===== src/rtl/alu_pkg.sv =====
// Shared opcode encodings and FSM states for the sequential ALU.
package alu_pkg;

    localparam logic [4:0] OP_ADD  = 5'b00010;
    localparam logic [4:0] OP_SUB  = 5'b00011;
    localparam logic [4:0] OP_AND  = 5'b01000;
    localparam logic [4:0] OP_OR   = 5'b01100;
    localparam logic [4:0] OP_SRL1 = 5'b00000;
    localparam logic [4:0] OP_SLL1 = 5'b10000;
    localparam logic [4:0] OP_MUL  = 5'b00100;

    typedef enum logic [1:0] {
        IDLE = 2'd0,
        MUL  = 2'd1,
        DONE = 2'd2
    } state_t;

endpackage


===== src/rtl/alu_comb.sv =====
// Single-cycle ALU ops (no MUL); purely combinational, zero latency.
// No flow control: the sequencer samples these outputs on accept.
module alu_comb
    import alu_pkg::*;
#(
    parameter int WIDTH = 4
) (
    input  logic [WIDTH-1:0] a,
    input  logic [WIDTH-1:0] b,
    input  logic [4:0]       f,
    output logic [WIDTH-1:0] y,
    output logic             c,
    output logic             v,
    output logic             err
);

    logic [WIDTH:0] sum;
    logic [WIDTH:0] diff;

    always_comb begin
        sum  = {1'b0, a} + {1'b0, b};
        diff = {1'b0, a} - {1'b0, b};
        y    = '0;
        c    = 1'b0;
        v    = 1'b0;
        err  = 1'b0;
        case (f)
            OP_ADD: begin
                y = sum[WIDTH-1:0];
                c = sum[WIDTH];
                v = (a[WIDTH-1] == b[WIDTH-1]) && (sum[WIDTH-1] != a[WIDTH-1]);
            end
            OP_SUB: begin
                // diff[WIDTH] is the borrow, set exactly when a < b unsigned
                y = diff[WIDTH-1:0];
                c = diff[WIDTH];
                v = (a[WIDTH-1] != b[WIDTH-1]) && (diff[WIDTH-1] != a[WIDTH-1]);
            end
            OP_AND:  y = a & b;
            OP_OR:   y = a | b;
            OP_SRL1: begin
                y = {1'b0, a[WIDTH-1:1]};
                c = a[0];
            end
            OP_SLL1: begin
                y = {a[WIDTH-2:0], 1'b0};
                c = a[WIDTH-1];
            end
            OP_MUL:  y = '0;
            default: err = 1'b1;
        endcase
    end

endmodule


===== src/rtl/alu_seq.sv =====
// Registered ALU with valid/ready handshake; 1-cycle ops, WIDTH+1-cycle shift-add MUL.
// Results hold in DONE until out_ready; in_ready drops while a MUL iterates.
module alu_seq
    import alu_pkg::*;
#(
    parameter int WIDTH = 4
) (
    input  logic             clk,
    input  logic             rst,
    input  logic             in_valid,
    output logic             in_ready,
    input  logic [WIDTH-1:0] a,
    input  logic [WIDTH-1:0] b,
    input  logic [4:0]       f,
    output logic             out_valid,
    input  logic             out_ready,
    output logic [WIDTH-1:0] y,
    output logic [WIDTH-1:0] y_hi,
    output logic             flag_z,
    output logic             flag_c,
    output logic             flag_v,
    output logic             flag_err
);

    localparam int CW = $clog2(WIDTH);

    state_t           state_q, state_d;
    logic [WIDTH-1:0] mcand_q, mcand_d;
    logic [2*WIDTH-1:0] acc_q, acc_d;
    logic [CW-1:0]    count_q, count_d;
    logic [WIDTH-1:0] y_q, y_d;
    logic [WIDTH-1:0] y_hi_q, y_hi_d;
    logic             z_q, z_d;
    logic             c_q, c_d;
    logic             v_q, v_d;
    logic             err_q, err_d;

    logic [WIDTH-1:0] comb_y;
    logic             comb_c;
    logic             comb_v;
    logic             comb_err;

    logic               accept;
    logic               is_mul;
    logic               last_iter;
    logic [WIDTH:0]     add_sum;
    logic [2*WIDTH-1:0] acc_step;

    alu_comb #(
        .WIDTH(WIDTH)
    ) u_comb (
        .a   (a),
        .b   (b),
        .f   (f),
        .y   (comb_y),
        .c   (comb_c),
        .v   (comb_v),
        .err (comb_err)
    );

    assign accept    = in_valid && in_ready;
    assign is_mul    = (f == OP_MUL);
    assign last_iter = (state_q == MUL) && (count_q == CW'(WIDTH - 1));

    // acc = {partial high half, remaining multiplier bits}; carry of the add shifts in at the top
    always_comb begin
        add_sum  = {1'b0, acc_q[2*WIDTH-1:WIDTH]} + (acc_q[0] ? {1'b0, mcand_q} : '0);
        acc_step = {add_sum, acc_q[WIDTH-1:1]};
    end

    always_ff @(posedge clk or posedge rst) begin
        if (rst) begin
            state_q <= IDLE;
        end else begin
            state_q <= state_d;
        end
    end

    always_comb begin
        state_d = state_q;
        case (state_q)
            IDLE: if (accept) state_d = is_mul ? MUL : DONE;
            MUL:  if (last_iter) state_d = DONE;
            DONE: begin
                if (accept)         state_d = is_mul ? MUL : DONE;
                else if (out_ready) state_d = IDLE;
            end
            default: state_d = IDLE;
        endcase
    end

    always_comb begin
        in_ready  = (state_q == IDLE) || ((state_q == DONE) && out_ready);
        out_valid = (state_q == DONE);
    end

    always_comb begin
        mcand_d = mcand_q;
        acc_d   = acc_q;
        count_d = count_q;
        y_d     = y_q;
        y_hi_d  = y_hi_q;
        z_d     = z_q;
        c_d     = c_q;
        v_d     = v_q;
        err_d   = err_q;
        if (accept) begin
            if (is_mul) begin
                mcand_d = a;
                acc_d   = {{WIDTH{1'b0}}, b};
                count_d = '0;
            end else begin
                y_d    = comb_y;
                y_hi_d = '0;
                z_d    = (comb_y == '0);
                c_d    = comb_c;
                v_d    = comb_v;
                err_d  = comb_err;
            end
        end else if (state_q == MUL) begin
            acc_d   = acc_step;
            count_d = count_q + CW'(1);
            if (last_iter) begin
                y_d    = acc_step[WIDTH-1:0];
                y_hi_d = acc_step[2*WIDTH-1:WIDTH];
                z_d    = (acc_step[WIDTH-1:0] == '0);
                c_d    = (acc_step[2*WIDTH-1:WIDTH] != '0);
                v_d    = 1'b0;
                err_d  = 1'b0;
            end
        end
    end

    always_ff @(posedge clk or posedge rst) begin
        if (rst) begin
            mcand_q <= '0;
            acc_q   <= '0;
            count_q <= '0;
            y_q     <= '0;
            y_hi_q  <= '0;
            z_q     <= 1'b0;
            c_q     <= 1'b0;
            v_q     <= 1'b0;
            err_q   <= 1'b0;
        end else begin
            mcand_q <= mcand_d;
            acc_q   <= acc_d;
            count_q <= count_d;
            y_q     <= y_d;
            y_hi_q  <= y_hi_d;
            z_q     <= z_d;
            c_q     <= c_d;
            v_q     <= v_d;
            err_q   <= err_d;
        end
    end

    assign y        = y_q;
    assign y_hi     = y_hi_q;
    assign flag_z   = z_q;
    assign flag_c   = c_q;
    assign flag_v   = v_q;
    assign flag_err = err_q;

endmodule


===== config.mk =====
export PLATFORM = sky130hd
export DESIGN_NAME = alu_seq
export DESIGN_NICKNAME = d
export VERILOG_FILES = /design/src/rtl/alu_pkg.sv /design/src/rtl/alu_comb.sv /design/src/rtl/alu_seq.sv
export SDC_FILE = /design/constraint.sdc
export NUM_CORES = 1
export LEC_CHECK = 0
export BUFFER_PORTS_ARGS = -buffer_cell sky130_fd_sc_hd__buf_4
export CAP_MARGIN = 20
export CORE_MARGIN = 2
export CORE_UTILIZATION = 48
export DETAILED_ROUTE_END_ITERATION = 12
export PLACE_DENSITY_LB_ADDON = 0.15
export REMOVE_ABC_BUFFERS = 1
export SLEW_MARGIN = 20
export SYNTH_ARGS = -nofsm -noshare
export SYNTH_HDL_FRONTEND = slang
export SYNTH_SLANG_ARGS = --single-unit

===== constraint.sdc =====
create_clock -name clk -period 2 [get_ports clk]
set_input_delay 0.2 -clock clk [delete_from_list [all_inputs] [get_ports clk]]
set_output_delay 0.2 -clock clk [all_outputs]
set_load 0.02 [all_outputs]

; ---- Word level (Yosys, flattened, before mapping)
; Cells that the tools add are included.
[op_classes]
n_mux = 39
n_reduce_logical = 18
n_bitwise = 2
add_sub_neg = 4
n_eq_ne = 18
[op_table]
columns = operator, count
row1 = 4-bit two-way mux, 9
row2 = 8-bit two-way mux, 3
row3 = 4-bit case mux with 6 select lines, 1
row4 = 2-bit two-way mux, 8
row5 = 1-bit two-way mux, 15
row6 = 4-bit by 4-bit adder with 5-bit output, 2
row7 = "5-bit by 2-bit == test with 1-bit output, second input constant", 2
row8 = "5-bit by 4-bit == test with 1-bit output, second input constant", 2
row9 = 4-bit zero test, 2
row10 = "2-bit != test, second input constant", 3
row11 = 2-bit case mux with 3 select lines, 1
row12 = 3-bit AND reduction, 2
row13 = 6-bit OR reduction, 1
row14 = "5-bit by 3-bit == test with 1-bit output, second input constant", 1
row15 = "5-bit == test, second input constant", 1
row16 = 1-bit logical AND, 5
row17 = 5-bit zero test, 1
row18 = 4-bit by 4-bit subtractor with 5-bit output, 1
row19 = 4-bit bitwise AND, 1
row20 = "2-bit == test, second input constant", 2
row21 = 4-bit bitwise OR, 1
row22 = 1-bit case mux with 4 select lines, 1
row23 = 2-bit AND reduction, 2
row24 = 2-bit nonzero test, 2
row25 = 10 further kinds, 12
[totals]
input_bits = 17
wordCells = 91
output_inout_bits = 14
regBits = 28

; ---- Depth between registers and ports, before layout
; Gate-level depths: netlist (run 1).
[depth]
word_depth = 6
ltp_mapped = 10
depth_no_buf = 10

; ---- Hierarchy
; From an unflattened synthesis (run 1), not the netlist that was laid out.
[unflattened]
cells_unflattened = 206
area_unflattened_um2 = 2070.7
[by_module_without_submodules]
columns = module, seq_area_each_um2, area_each_um2, n_inst, cells_each
row1 = alu_seq, 700.7, 1433.9, 1, 119
row2 = alu_comb, 0.0, 636.9, 1, 87

; ---- Worst setup path before layout (run 1)
; OpenSTA, ideal clock, no wires.
[synth_path]
kind = input port to flip-flop
from = in a[0]
to = reg z_q, in the netlist flag_z
path_slack_ns = 0.176
setup_ns = 0.065
n_path_buf = 0
required_ns = 1.935
t_arrival_ns = 1.759
path_stages = 10
cell_sequence = inv_1 ha_1 inv_1 fa_1 mux2i_4 xnor2_1 a222oi_1 nand3b_1 a211oi_2 o22a_1
[synth_between]
elab_chain_len = 5
elab_cells_between_ends = 8
classes_between = add/sub (2) / mux (3) / bitwise (2) / reduce/logical (1)
[synth_lines]
columns = item, line
row1 = "start, declared", alu_seq.sv:12  ; input logic [WIDTH-1:0] a,
row2 = "4-bit by 4-bit subtractor with 5-bit output, or another cell as far along", alu_comb.sv:22  ; diff = {1'b0, a} - {1'b0, b};
row3 = 4-bit case mux with 6 select lines *, alu_comb.sv:27  ; case (f)
row4 = 4-bit zero test *, alu_seq.sv:115  ; z_d = (comb_y == '0);
row5 = 1-bit two-way mux *, alu_seq.sv:108  ; if (is_mul) begin
row6 = 1-bit two-way mux *, alu_seq.sv:107  ; if (accept) begin
row7 = "end signal, assigned", alu_seq.sv:151  ; z_q <= z_d;
row8 = "end, declared", alu_seq.sv:33  ; logic z_q, z_d;
; Mark *: on every way between the ends. The rest lies on a longest branch, timed or not. The select of a mux whose other input is x is not followed.
; A chain may end at the register's enable or synchronous reset.

; ---- Worst setup path after layout (run 1)
[layout_path]
from = reg acc_q[0]
to = reg c_q, in the netlist flag_c
[layout_between]
elab_chain_len = 6
[layout_lines]
columns = item, line
row1 = "start, declared", alu_seq.sv:29  ; logic [2*WIDTH-1:0] acc_q, acc_d;
row2 = "start signal, assigned", alu_seq.sv:137  ; acc_q <= '0;
row3 = "start signal, assigned", alu_seq.sv:147  ; acc_q <= acc_d;
row4 = 4-bit two-way mux, alu_seq.sv:67  ; add_sum = {1'b0, acc_q[2*WIDTH-1:WIDTH]} + (acc_q[0] ? {1'b0, mcand_q} : '0);
row5 = 4-bit by 4-bit adder with 5-bit output, alu_seq.sv:67
row6 = 4-bit nonzero test, alu_seq.sv:127  ; c_d = (acc_step[2*WIDTH-1:WIDTH] != '0);
row7 = 1-bit two-way mux, alu_seq.sv:123  ; if (last_iter) begin
row8 = 1-bit two-way mux, alu_seq.sv:120  ; end else if (state_q == MUL) begin
row9 = 1-bit two-way mux, alu_seq.sv:107
row10 = "end signal, assigned", alu_seq.sv:142  ; c_q <= 1'b0;
row11 = "end signal, assigned", alu_seq.sv:152  ; c_q <= c_d;
row12 = "end, declared", alu_seq.sv:34  ; logic c_q, c_d;
; Every way passes these cells. The select of a mux whose other input is x is not followed.

==> impl_metrics.ini, run 1 <==
[outcome]
outcome = finished with violations
failed_checks = hold timing

[floorplanning]
die_area_um2 = 4670
start_util_pct = 49.7
die_x_um = 68.4
fp.dieH_um = 68.4
std_cell_rows = 23
io-pin-count = 31
coreArea_um2 = 4000

[timing]
hold_ws_ps = -12.1
period_share_pct = 92.7
rsz0062_at_grt = no
period_minus_slack_ps = 1850
fmax_mhz = 539
hold_violations = 28
finalSetupViolCount = 0
tightest_slew_ps = 579
relSlewSlack_pct = 61.3
fin_worst_skew_ps = 2.89
slew_viol_final = 0

[cts]
cts-buffers-inserted = 3
clock-sinks = 28
root_buffer = clkbuf_8
htree_levels = 1
path_clk_slew_ps = 90
clk_latency_ps = 270
clock_path_buffers = 2
cts_tree = done
cts-hold-fix-buffers = 0

[yosys]
synth-edff-count = 0
synth_area_um2 = 1990
ys_top_cells_by_count = dfrtp_1, nand2_1, o21ai_0, inv_1, ha_1
synth-seq-cells = 28
yosys.area.top_type = dfrtp_1
netlist.area_leader.share_pct = 35.2
synthesis.instances = 208
async_reset_ff_share_pct = 100
yosysSeqAreaShare_pct = 35.2
ys_top_cells_by_area = dfrtp_1, ha_1, o21ai_0, nand2_1, mux2i_1
synthFlopType = dfrtp_1
yosysUniqueCellTypes = 47
post-synth-top-count-cell = dfrtp_1
yosysWarnings = 0
avgSynthCellArea_um2 = 9.56

[final_layout]
final_nets = 292
area_delta_synth_final_pct = 21.0
drive_gt1_share_pct = 27.3
antenna_cells = 0

[critical_path]
path_class = reg2reg
r2r-start = acc_q[0]
critPathCaptureType = flip-flop
ff2ff_path_depth = 9
slowest_delay_ps = 410
cp.arrival_ps = 2010
cp_top_family = simple AND/OR/NAND/NOR gates
start_kind = flip-flop
reg2reg_to = flag_c
path_max_fanout = 4
r2r_slack_ps = 150
critPathBufInv = 1
slowest_stage = dfrtp_1
worstPathRequired_ps = 2150
cp_cell_sequence = buf_4 > and2_1 > ha_1 > nor2b_1 > o21a_1 > o21ai_2 > nand3_2 > nor2_1 > a31oi_1

[pwr]
sw_frac_of_total_pct = 34.7
seqPwrFrac_pct = 44.1
power_frac_comb_pct = 39.0
p_int_mw = 1.15
power.total_mw = 1.76
p_sw_uw = 611
leakagePower_nw = 1.18
ir_drop_v = 0.000299
powerDensity_nw_per_um2 = 731
p_clk_share_pct = 16.9

[routing]
met3RoutedLength_um = 170
antenna_left = 0
wirelength_mm = 4.43
dr.pass1.iters = 4
drc_errors = 0
routedWlPerCell_um = 14.6
top_layer_used = met4
dr_total_vias = 1666
vias_per_cell = 5.50
drt_iter0_markers = 108
m1WireLength_mm = 2.13
routed-wl-met2_mm = 2.08

[worst_hold_path]
hp-class = in2async

[place]
dpl.hpwl_mm = 3.60
gp_congestion = 0.886
portBuffers = 30

[grt]
grt_usage_pct = 21.1
grt-ovfl-total = 0
antenna_found_initial = 0
grt_max_degree = 29
grt_pass1_wl_mm = 7.25
first_global_vias = 1501

[run]
maxCapViolCount = 0
[placed cells by master (no fill, tap or decap), types with 2 or more instances in the layout]
| cell type | n |
|---|---|
| a21oi_1 | 6 |
| and2_1 | 5 |
| nand3_1 | 5 |
| mux2i_1 | 8 |
| xor2_1 | 2 |
| a22oi_1 | 3 |
| dfrtp_1 | 28 |
| ha_1 | 17 |
| nand2b_1 | 3 |
| xnor2_1 | 4 |
| o21ai_0 | 19 |
| o31ai_1 | 4 |
| nor4_2 | 2 |
| a21o_1 | 2 |
| nor2b_1 | 5 |
| buf_4 | 48 |
| o22ai_1 | 5 |
| mux2_2 | 4 |
| nand2_2 | 2 |
| nor3_1 | 3 |
| fa_1 | 2 |
| nor2_1 | 5 |
| a31oi_1 | 2 |
| nand2_1 | 26 |
| clkbuf_8 | 3 |
| inv_1 | 18 |
[metal layers]
layer / vias to the layer above / track usage (%)
li1: 824 / -
met1: 798 / 29.5
met2: 40 / 35.1
met3: 4 / 2.96
met4: 0 / 3.75
met5: - / 0
[worst max path at each step]
stage / startpoint / to / slack [ps] / depth (start not counted)
after global placement: a[0] / flag_c / -70 / 10
after CTS: acc_q[0] / flag_c / 70 / 10
after floorplan: a[0] / flag_z / 180 / 10
final: acc_q[0] / flag_c / 150 / 9
after global routing: acc_q[0] / flag_c / 3 / 9
after detailed placement: a[0] / flag_z / -80 / 11
[cells by family (layout without fill, tap and decap cells)]
| logic type | count (synthesis) | count (layout) | share of synthesized area (%) |
|---|---|---|---|
| compound gates | 55 | 55 | 18.1 |
| xor+xnor | 6 | 6 | 2.64 |
| fa+ha+maj | 20 | 20 | 13.7 |
| buf+inv | 24 | 69 | 6.36 |
| flops | 28 | 28 | 35.2 |
| mux | 13 | 13 | 7.43 |
| simple gates | 62 | 62 | 16.5 |
[area by class of cell]
| cell class | instances | area (um2) |
|---|---|---|
| multi-input cells | 156 | 1170 |
| repair buffers | 48 | 360 |
| flip-flops and latches | 28 | 701 |
| inverters | 18 | 67.6 |
| well taps | 50 | 62.6 |
| clock buffers | 3 | 41.3 |
| fillers | 366 | 1590 |
[flip-flops by register name, indices dropped and copies added, names as in the netlist]
| register | count |
|---|---|
| acc_q | 8 |
| mcand_q | 4 |
| y | 4 |
| y_hi | 4 |
| count_q | 2 |
| state_q | 2 |
| flag_c | 1 |
| flag_err | 1 |
| flag_v | 1 |
| flag_z | 1 |
[power by group through the flow]
stage          registers, mW  logic (mW)  clock network [mW]
6_report               0.776       0.686               0.297
5_1_grt                0.795       0.771               0.323
4_1_cts                0.777       0.663               0.302
3_5_place_dp           0.787       0.661                   0
3_3_place_gp           0.787       0.649                   0
2_1_floorplan          0.814       0.369                   0
[per-stage QoR]
step	instance area (um2)	worst slack (ps)	std cells	TNS, ps	util, %
floorplan	1930	176	202	0	-
global placement	2340	-66.4	298	-113	58.4
detailed placement	2340	-80.8	298	-117	58.4
CTS	2380	72.2	301	0	59.5
global route	2410	2.56	303	0	60.2
finish	2410	146	303	0	60.2
[worst min-delay path, stage by stage]
cell,delay [ps]
buf_4,110
inv_1,40
buf_4,320
[timing repair]
item / in CTS / in global routing
endpoints found under the setup margin: 0 / 3
buffers inserted: 0 / 2
gates resized for setup: 0 / 5
Note: power is estimated with default switching activity, not from simulation.
==> run 2, diff against run 1 <==
CELL_PAD_IN_SITES_DETAIL_PLACEMENT = 0   (was unset)
CELL_PAD_IN_SITES_GLOBAL_PLACEMENT = 2   (was unset)
CORE_UTILIZATION = 35   (was 48)
==> run 2 against run 1 <==
The run now ends clean. Sequential share of layout area is 0.97 points lower. Via count is 2.2% lower. Fmax is 0.71% lower. Clock power is 51% higher. First-iteration DRC count is 44% lower. Global-route usage is 4.0 points lower. Core utilization is 15 points lower. Non-clock buffer count is 3 higher. Final cell count is 8.6% higher. Design area is 3.4% higher. Critical path depth is 1 lower. Die area is 35% higher.
==> impl_metrics.ini, run 2 (synthesis results as in run 1) <==
[timing]
period_share_pct = 93.3
tns_ps = 0
fin_worst_skew_ps = 9.66
finalSetupViolCount = 0
tightest_slew_ps = 561
period_minus_slack_ps = 1870
relSlewSlack_pct = 62.5
fmax_mhz = 536
slew_viol_final = 0
hold_violations = 0
fin_ws_ps = 133

[final_layout]
final_cell_mix = buf_4, dfrtp_1, nand2_1, o21ai_0, inv_1
post-route-util_pct = 45.2
final_nets = 295
regMostFlops = acc_q
largest_register_ff_count = 8
area_delta_synth_final_pct = 25.2
antenna_cells = 0
drive_gt1_share_pct = 28.0
layout_commonest_cell = buf_4

[cts]
clock_path_buffers = 2
cts_tree = done
clk_latency_ps = 280
clock-sinks = 28
path_clk_slew_ps = 100
htree_levels = 1
cts-buffers-inserted = 3
root_buffer = clkbuf_8

[pwr]
p_clk_share_pct = 23.1
powerDensity_nw_per_um2 = 778
power_frac_comb_pct = 36.5
sw_frac_of_total_pct = 33.1
leakagePower_nw = 1.20
p_int_mw = 1.30
seqPwrFrac_pct = 40.4
p_sw_uw = 642
ir_drop_v = 0.000386

[routing]
drc_errors = 0
vias_per_cell = 4.95
dr_total_vias = 1629
drt_iter0_markers = 61
dr.pass1.iters = 4
wirelength_mm = 5.02
routedWlPerCell_um = 15.2
antenna_left = 0

[critical_path]
path_max_fanout = 5
cp.arrival_ps = 2050
path_class = reg2reg
ff2ff_path_depth = 8
start_kind = flip-flop
r2r-start = acc_q[0]
r2r_slack_ps = 130
reg2reg_to = y_hi[1]
critPathCaptureType = flip-flop
worstPathRequired_ps = 2180

[floorplanning]
die_area_um2 = 6300
fp.dieH_um = 79.4
die_x_um = 79.4
coreArea_um2 = 5510
start_util_pct = 36.1
std_cell_rows = 27
io-pin-count = 31

[worst_hold_path]
hp-class = in2reg
min_from = out_ready
hold_path_depth = 2
hold_path_end = state_q[1]

[grt]
grt_max_degree = 29
antenna_found_initial = 0
first_global_vias = 1571
grt_usage_pct = 17.1
grt_pass1_wl_mm = 8.25
grt-ovfl-total = 0

[place]
dp_slack_ps = -110
gp_congestion = 0.731
dpl.hpwl_mm = 4.04
portBuffers = 30

[run]
maxCapViolCount = 0

[outcome]
outcome = completed
run 2: final cells by class:
| cell class | count | area [um2] |
|---|---|---|
| Fill cell | 572 | 3020 |
| Multi-Input combinational cell | 156 | 1170 |
| Sequential cell | 28 | 701 |
| Timing Repair Buffer | 51 | 385 |
| Tap cell | 72 | 90.1 |
| Inverter | 18 | 67.6 |
| Clock buffer | 3 | 41.3 |
| Clock inverter | 1 | 30.0 |
run 2: power groups by stage:
stage	clock (mW)	sequential [mW]	combinational, mW
2_1_floorplan	0	0.814	0.369
3_3_place_gp	0	0.795	0.680
3_5_place_dp	0	0.794	0.684
4_1_cts	0.456	0.784	0.689
5_1_grt	0.484	0.805	0.792
6_report	0.448	0.783	0.706
run 2: worst max-delay path by stage:
stage / start / slack, ps / end
3_5_place_dp: a[0] / -110 / flag_z
3_3_place_gp: a[0] / -50 / flag_z
5_1_grt: acc_q[0] / -20 / flag_c
2_1_floorplan: a[0] / 180 / flag_z
6_report: acc_q[0] / 130 / y_hi[1]
4_1_cts: acc_q[0] / 20 / flag_c
run 2: worst max-delay path, stage by stage, from the launching register on:
cell     delay [ps]
dfrtp_1         430
and2_1          160
ha_2            180
inv_1            50
fa_2            360
xor2_2          160
buf_4           130
buf_4           130
o31ai_1         180
run 2: routing by layer:
metal  global-route usage, %  wire length [um]
met1                    24.9              2580
met2                    27.5              2230
met3                    2.26               183
met4                    2.59                17
met5                       0                 0
run 2: timing repair:
item / CTS / global route
endpoints found under the setup margin: 0 / 4
hold endpoints to repair: 16 / 0
hold buffers: 1 / 0
resized for setup: 0 / 5
buffers inserted: 0 / 1
run 2: stage by stage:
| step | hold WS (ps) | std cells | cell area (um2) | power, mW |
|---|---|---|---|---|
| 4_1_cts | 137 | 328 | 2470 | 1.93 |
| 3_3_place_gp | 303 | 323 | 2390 | 1.47 |
| 2_1_floorplan | 265 | 202 | 1930 | 1.18 |
| 6_report | 127 | 329 | 2490 | 1.94 |
| 3_5_place_dp | 297 | 323 | 2390 | 1.48 |
| 5_1_grt | 124 | 329 | 2490 | 2.08 |
==> run 3, diff against run 2 <==
==> constraint.sdc (replaced) <==
create_clock -name clk -period 2 [get_ports clk]
set_input_delay 0 -clock clk [delete_from_list [all_inputs] [get_ports clk]]
set_output_delay 0 -clock clk [all_outputs]
set_load 0.02 [all_outputs]
==> run 3 against run 2 <==
Combinational power down 4.8%. Non-clock buffer count fell by 9. Fmax increased by 1.3%. Design area decreased by 1.8%. Final cell count decreased by 2.7%. Clock skew up 4.7 ps. Global-route usage down 0.45 points. Clock power hardly changed. First-iteration DRC count is 26% lower. Core utilization is 0.82 points lower. Register-to-register slack better by 20 ps. Largest cell class unchanged.
==> impl_metrics.ini, run 3 (synthesis results as in run 1) <==
[outcome]
outcome = completed

[place]
place_area_um2 = 2310
dp_slack_ps = -75.7
dpl.hpwl_mm = 3.89
gp_congestion = 0.778
portBuffers = 30
placedCellCount = 313

[grt]
grt_usage_pct = 16.6
antenna_found_initial = 0
first_global_vias = 1598
grt_max_degree = 29
grt-ovfl-total = 0
grt_pass1_wl_mm = 8.08

[final_layout]
final_cell_mix = buf_4, dfrtp_1, nand2_1, o21ai_0, inv_1
layout_commonest_cell = buf_4
fin_area_um2 = 2440
instances_no_fill = 320
largest_register_ff_count = 8
antenna_cells = 0
regMostFlops = acc_q
drive_gt1_share_pct = 25.8
area_delta_synth_final_pct = 22.9
final_nets = 286

[cts]
path_clk_slew_ps = 100
clk_latency_ps = 280
cts_tree = done
clock-sinks = 28
cts_setup_buffers = 0
cts-buffers-inserted = 3
clock_path_buffers = 2
htree_levels = 1
root_buffer = clkbuf_8

[pwr]
p_clk_share_pct = 23.4
ir_drop_v = 0.000320
powerDensity_nw_per_um2 = 780
p_sw_uw = 635
seqPwrFrac_pct = 41.3
power_frac_comb_pct = 35.2
leakagePower_nw = 1.16
p_int_mw = 1.27
sw_frac_of_total_pct = 33.3

[timing]
tns_ps = 0
fin_ws_ps = 156
hold_violations = 0
fmax_mhz = 542
finalSetupViolCount = 0
hold_ws_ps = 14.9
tightest_slew_ps = 654
relSlewSlack_pct = 56.2
period_minus_slack_ps = 1840
fin_worst_skew_ps = 14.4
slew_viol_final = 0
period_share_pct = 92.2

[routing]
dr.pass1.iters = 4
wirelength_mm = 4.88
vias_per_cell = 5.01
routedWlPerCell_um = 15.3
dr_total_vias = 1602
drc_errors = 0
antenna_left = 0
drt_iter0_markers = 45

[worst_hold_path]
hp-class = in2reg
hold_path_depth = 2

[floorplanning]
std_cell_rows = 27
fp.dieH_um = 79.4
die_area_um2 = 6300
start_util_pct = 36.1
io-pin-count = 31
die_x_um = 79.4
coreArea_um2 = 5510

[critical_path]
ff2ff_path_depth = 9
start_kind = flip-flop
path_max_fanout = 5
path_class = reg2reg
cp.arrival_ps = 2050
worstPathRequired_ps = 2200
critPathCaptureType = flip-flop

[run]
maxCapViolCount = 0
==> run 3: worst paths after layout <==
path / endpoint / startpoint / slack, ps
min reg2reg: y[0] / y[0] / 480
min in group asynchronous: count_q[0] / rst / 340
max in group asynchronous: acc_q[3] / rst / 1380
min: mcand_q[3] / a[3] / 10
max reg2reg: y_hi[3] / acc_q[0] / 160
max: y_hi[3] / acc_q[0] / 160
==> run 3: through the flow <==
| step | total power [mW] | utilization (%) |
|---|---|---|
| global route | 2.05 | 44.4 |
| global placement | 1.45 | 42.0 |
| CTS | 1.91 | 43.8 |
| floorplan | 1.18 | - |
| finish | 1.91 | 44.4 |
| detailed placement | 1.45 | 42.0 |
==> run 3: cell type report <==
class | instances | area, um2
Clock buffer | 3 | 41.3
Clock inverter | 1 | 30.0
Fill cell | 547 | 3060
Inverter | 18 | 67.6
Multi-Input combinational cell | 156 | 1190
Sequential cell | 28 | 701
Tap cell | 72 | 90.1
Timing Repair Buffer | 42 | 323
==> run 3: layer usage <==
layer / part of all wire, % / up-vias / global-route usage, % / wire [um]
met5: 0 / - / 0 / 0
met2: 45 / 39 / 27.0 / 2210
li1: - / 817 / - / -
met1: 50 / 742 / 23.8 / 2440
met3: 3.9 / 4 / 2.15 / 190
met4: 0.82 / 0 / 3.45 / 40
==> run 3: power by group through the flow <==
stage | sequential (mW) | clock [mW] | combinational, mW
final | 0.788 | 0.447 | 0.672
after global placement | 0.792 | 0 | 0.658
after global routing | 0.809 | 0.484 | 0.759
after floorplan | 0.814 | 0 | 0.369
after detailed placement | 0.792 | 0 | 0.661
after CTS | 0.782 | 0.461 | 0.664
==> run 3: critical path, cell delays in order (launching register included) <==
cell     delay, ps
dfrtp_1        400
and2_4         170
ha_4           130
inv_2           40
fa_2           410
nor2b_1        120
o21a_1         140
o21ai_2         60
buf_4          150
o21ai_0        140
==> run 3: timing repair <==
action / in CTS / in global routing
resized for setup: 0 / 9
endpoints found under the hold margin: 30 / 0
endpoints found under the setup margin: 0 / 3
hold buffers: 3 / 0
